==> src/rtl/tick_event_counter.sv <==
// tick_event_counter
//   Counts qualifying ticks from an upstream clock-divider stage into a
//   WIDTH-bit counter and flags the terminal-count event.
//
//   Optional build macro: TICK_EDGE_EN
//     defined   -> a tick qualifies only on a 0->1 transition of tick_in
//     undefined -> every cycle with tick_in=1 qualifies (level mode)
//
//   Parameters
//     WIDTH      counter width in bits
//     MAX_COUNT  terminal count value (<= 2^WIDTH-1)
//     WRAP       1: wrap to 0 and keep running, 0: hold at MAX_COUNT and stop
//
//   Ports
//     clk         system clock, rising edge
//     reset       synchronous, active-high reset
//     tick_in     tick from upstream divider, synchronous to clk
//     en          count enable
//     clr         synchronous clear of count and sticky flag
//     count       current tick count
//     overflow    one-cycle pulse on the terminal event
//     ovf_sticky  set on overflow, cleared by clr or reset
//     running     high while the FSM is in RUN
//
//   state | meaning
//   IDLE  | counting disabled, count holds, waits for en
//   RUN   | counting qualifying ticks
//   STOP  | terminal count reached with WRAP=0, frozen until clr/reset

module tick_event_counter #(
  parameter int WIDTH     = 4,
  parameter int MAX_COUNT = 15,
  parameter bit WRAP      = 1'b1
) (
  input  logic             clk,
  input  logic             reset,
  input  logic             tick_in,
  input  logic             en,
  input  logic             clr,
  output logic [WIDTH-1:0] count,
  output logic             overflow,
  output logic             ovf_sticky,
  output logic             running
);

  typedef enum logic [1:0] {
    IDLE = 2'b00,
    RUN  = 2'b01,
    STOP = 2'b10
  } state_t;

  localparam logic [WIDTH-1:0] MAX_VAL = WIDTH'(MAX_COUNT);

  state_t           state, state_nxt;
  logic [WIDTH-1:0] count_nxt;
  logic             overflow_nxt;
  logic             sticky_nxt;
  logic             tick_q;
  logic             qtick;

`ifdef TICK_EDGE_EN
  assign qtick = tick_in & ~tick_q;
`else
  assign qtick = tick_in;
  // History is still kept in level mode so both builds share one datapath.
  logic unused_tick_q;
  assign unused_tick_q = tick_q;
`endif

  always_comb begin
    state_nxt    = state;
    count_nxt    = count;
    overflow_nxt = 1'b0;
    sticky_nxt   = ovf_sticky;

    if (clr) begin
      // clr outranks any coincident qtick: the tick is dropped.
      count_nxt  = '0;
      sticky_nxt = 1'b0;
      state_nxt  = en ? RUN : IDLE;
    end else begin
      unique case (state)
        IDLE: begin
          if (en) state_nxt = RUN;
        end
        RUN: begin
          if (!en) begin
            state_nxt = IDLE;
          end else if (qtick) begin
            if (count != MAX_VAL) begin
              count_nxt = count + 1'b1;
            end else begin
              overflow_nxt = 1'b1;
              sticky_nxt   = 1'b1;
              if (WRAP) count_nxt = '0;
              else      state_nxt = STOP;
            end
          end
        end
        STOP: begin
          state_nxt = STOP;
        end
        default: begin
          state_nxt = IDLE;
        end
      endcase
    end
  end

  always_ff @(posedge clk) begin
    if (reset) begin
      state      <= IDLE;
      count      <= '0;
      overflow   <= 1'b0;
      ovf_sticky <= 1'b0;
      tick_q     <= 1'b0;
    end else begin
      state      <= state_nxt;
      count      <= count_nxt;
      overflow   <= overflow_nxt;
      ovf_sticky <= sticky_nxt;
      tick_q     <= tick_in;
    end
  end

  assign running = (state == RUN);

endmodule

==> config.mk <==
export PLATFORM = sky130hd
export DESIGN_NAME = tick_event_counter
export DESIGN_NICKNAME = d
export VERILOG_FILES = /design/src/rtl/tick_event_counter.sv
export SDC_FILE = /design/constraint.sdc
export NUM_CORES = 1
export LEC_CHECK = 0
export ABC_AREA = 1
export BUFFER_PORTS_ARGS = -buffer_cell sky130_fd_sc_hd__buf_2
export CELL_PAD_IN_SITES_DETAIL_PLACEMENT = 0
export CELL_PAD_IN_SITES_GLOBAL_PLACEMENT = 1
export CORE_AREA = 5 5 42 44
export CTS_BUF_LIST = sky130_fd_sc_hd__clkbuf_4
export DETAILED_ROUTE_END_ITERATION = 8
export DIE_AREA = 0 0 47 49
export GPL_TIMING_DRIVEN = 0
export PLACE_DENSITY_LB_ADDON = 0.08
export REMOVE_ABC_BUFFERS = 1
export SLEW_MARGIN = 20
export SYNTH_ARGS = -nofsm -noshare
export SYNTH_HDL_FRONTEND = slang
export SYNTH_SLANG_ARGS = --single-unit
export TNS_END_PERCENT = 30
==> constraint.sdc <==
create_clock -name clk -period 3.2 [get_ports clk]
set_input_delay 0 -clock clk [delete_from_list [all_inputs] [get_ports clk]]
set_output_delay 0 -clock clk [all_outputs]
set_load 0.01 [all_outputs]
==> impl_metrics.json <==
{
  "cts_tree": "yes",
  "crit_arrival_ns": 1.23,
  "clockBufferDepth": 2,
  "fp-row-count": 14,
  "wl_met3_um": 58,
  "final_util_pct": 32.5,
  "place_congestion": 0.639,
  "core_area_sq_um": 1400,
  "dr_wl_met2_um": 363,
  "critical-path-max-stage-delay_ns": 0.36,
  "ir_drop_uv": 217,
  "grt_usage_pct": 8.52,
  "cellPowerDensity_nw_per_um2": 422,
  "vias": 338,
  "ff2ff_setup_slack_ns": 2.11,
  "grt_max_degree": 8,
  "drive_gt1_share_pct": 32.3,
  "initial_core_util_pct": 24.8,
  "clock_skew_ns": 0.00264,
  "h-tree-depth": 1,
  "nNetsFinal": 70,
  "worstSetupEndpointType": "flop",
  "hold_class": "in -> reg",
  "drc_errors": 0,
  "rsz0062_at_grt": "false",
  "crit_family": "flip-flops",
  "fin_tns_setup_ns": 0,
  "top_layer": "met3",
  "num_antenna_cells": 0,
  "avgSynthCellArea_sq_um": 7.40,
  "grt_pass1_vias": 318,
  "tightestPinTransition_ns": 0.334,
  "ant_nets": 0,
  "finalCriticalPeriod_ns": 1.09,
  "slowest_stage": "dfxtp_1",
  "wl_met1_um": 380,
  "worst-path-buf-inv": 0,
  "drtPass1Iterations": 1,
  "critPathMaxFanout": 4,
  "slew_headroom_pct": 77.6,
  "setup_viol": 0,
  "postSynthCellCount": 47,
  "fin_cells": 78,
  "grt_pass1_wl_mm": 1.36,
  "worstSetupPathType": "reg -> reg",
  "clkTransAtPathRegs_ns": 0.06,
  "die_x_um": 47,
  "drtIter0Drc": 0,
  "dp_hpwl_um": 633,
  "startpoint": "count[0]",
  "period_share_pct": 33.9,
  "ys_types": 16,
  "cp_cell_sequence": "ha_1, nand2_1, nor2_1, nand2_1, nand2_1, a21oi_1",
  "slew_violations": 0,
  "cp_common_cell": "nand2_1",
  "max_freq_mhz": 921,
  "vias_per_cell": 4.33,
  "dieArea_sq_um": 2300,
  "clk_latency_ns": 0.25,
  "hold_path.startpoint": "en",
  "syn_to_final_growth_pct": 30.9,
  "required_ns": 3.35,
  "cts_inserted_buffers": 3,
  "hold_viol_final": 0,
  "timing.rr.start": "count[0]",
  "wl_um": 803,
  "cts-root-buf": "clkbuf_4",
  "leakagePower_nw": 0.205,
  "antenna_found_initial": 0,
  "grt_overflow_total": 0,
  "synth_top_cell_area_share_pct": 46.0,
  "ios": 12,
  "total_power_uw": 192,
  "cts_num_sinks": 8,
  "ys_ff_latch": 8,
  "yosys.area.top_type": "dfxtp_1",
  "status": "complete, no violations",
  "avgRoutedWirePerCell_um": 10.3,
  "start_kind": "flop",
  "portBuffers": 11,
  "die_h_um": 49,
  "synth-seq-area-share_pct": 46.0,
  "synth_area_leaders": "dfxtp_1 (46%), nand2_1 (12%), nor2_1 (7.6%), inv_1 (4.3%), ha_1 (3.6%)",
  "netlist_area_sq_um": 348,
  "place_inst": 74,
  "maxCapViolations": 0,
  "ys_warn_count": 0,
  "fillers": 166
}
## per-layer routing
metal  global-route usage [%]  vias up
met5                        0        -
met4                     2.76        0
met3                     6.64        0
met2                     11.8        7
met1                     9.87      149
li1                         -      182
## cells in the mapped netlist
library cell	count
nand2_1	11
dfxtp_1	8
nor2_1	7
inv_1	4
a21oi_1	2
nand2_2	2
nand3_1	2
nand4_1	2
o21ai_0	2
ha_1	1
inv_2	1
nor2_2	1
nor2_4	1
nor3_1	1
o21ai_1	1
or2_2	1
## logic make-up (layout without fill, tap and decap cells)
group                    after synthesis  after routing  share of synthesized area (%)
adder cells (fa/ha/maj)                1              1                           3.60
AND/OR/NAND/NOR                       28             28                           37.8
flip-flops                             8              8                           46.0
AO/OA/AOI/OAI                          5              5                           7.19
buffers and inverters                  5             20                           5.39
## cells in the final DEF, fill, tap and decap left out, drive strengths merged, types with 2 or more instances in the layout
master	n
inv	5
a21oi	2
nand2	13
buf	11
nand3	2
nor2	9
o21ai	3
clkbuf	3
dfxtp	8
nand4	2
## worst paths after layout
kind	end	cells past startpoint
max	count[0]	6
min	state[0]	3
max reg2reg	count[0]	6
min reg2reg	ovf_sticky	2
## state kept, by name (all words and copies together), names as in the netlist
register / flops
ovf_sticky: 1
state: 2
count: 4
overflow: 1
## report_power, final
group	internal (mW)	total [mW]	switching, mW
sequential	0.101	0.102	0.000961
combinational	0.00536	0.0129	0.00759
clock	0.0429	0.0775	0.0346
## area by class of cell
| cell class | instances | area [sq um] | area share [%] |
|---|---|---|---|
| Inverter | 5 | 18.8 | 4.12 |
| Clock buffer | 3 | 22.5 | 4.95 |
| Multi-Input combinational cell | 34 | 169 | 37.1 |
| Sequential cell | 8 | 160 | 35.2 |
| Timing Repair Buffer | 12 | 65.1 | 14.3 |
| Tap cell | 16 | 20.0 | 4.40 |
## what timing repair did
item	in CTS	in global routing
setup buffers	0	0
hold buffers	1	0
gates resized for setup	0	0
endpoints found under the hold margin	1	0
## stage by stage
stage	setup slack (ns)	hold WS [ns]	area [sq um]
finish	2.11	0.0270	455
global route	1.95	0.0503	455
CTS	2.09	0.0190	455
detailed placement	2.10	0.181	423
global placement	2.07	0.180	423
floorplan	2.13	0.0724	348
## tightest hold or removal path, delay by kind of cell
family | cells | cell delay, ns
simple gates | 1 | 0.04
compound gates | 1 | 0.07
buf+inv | 1 | 0.12
Power figures use the tool's default switching activity.
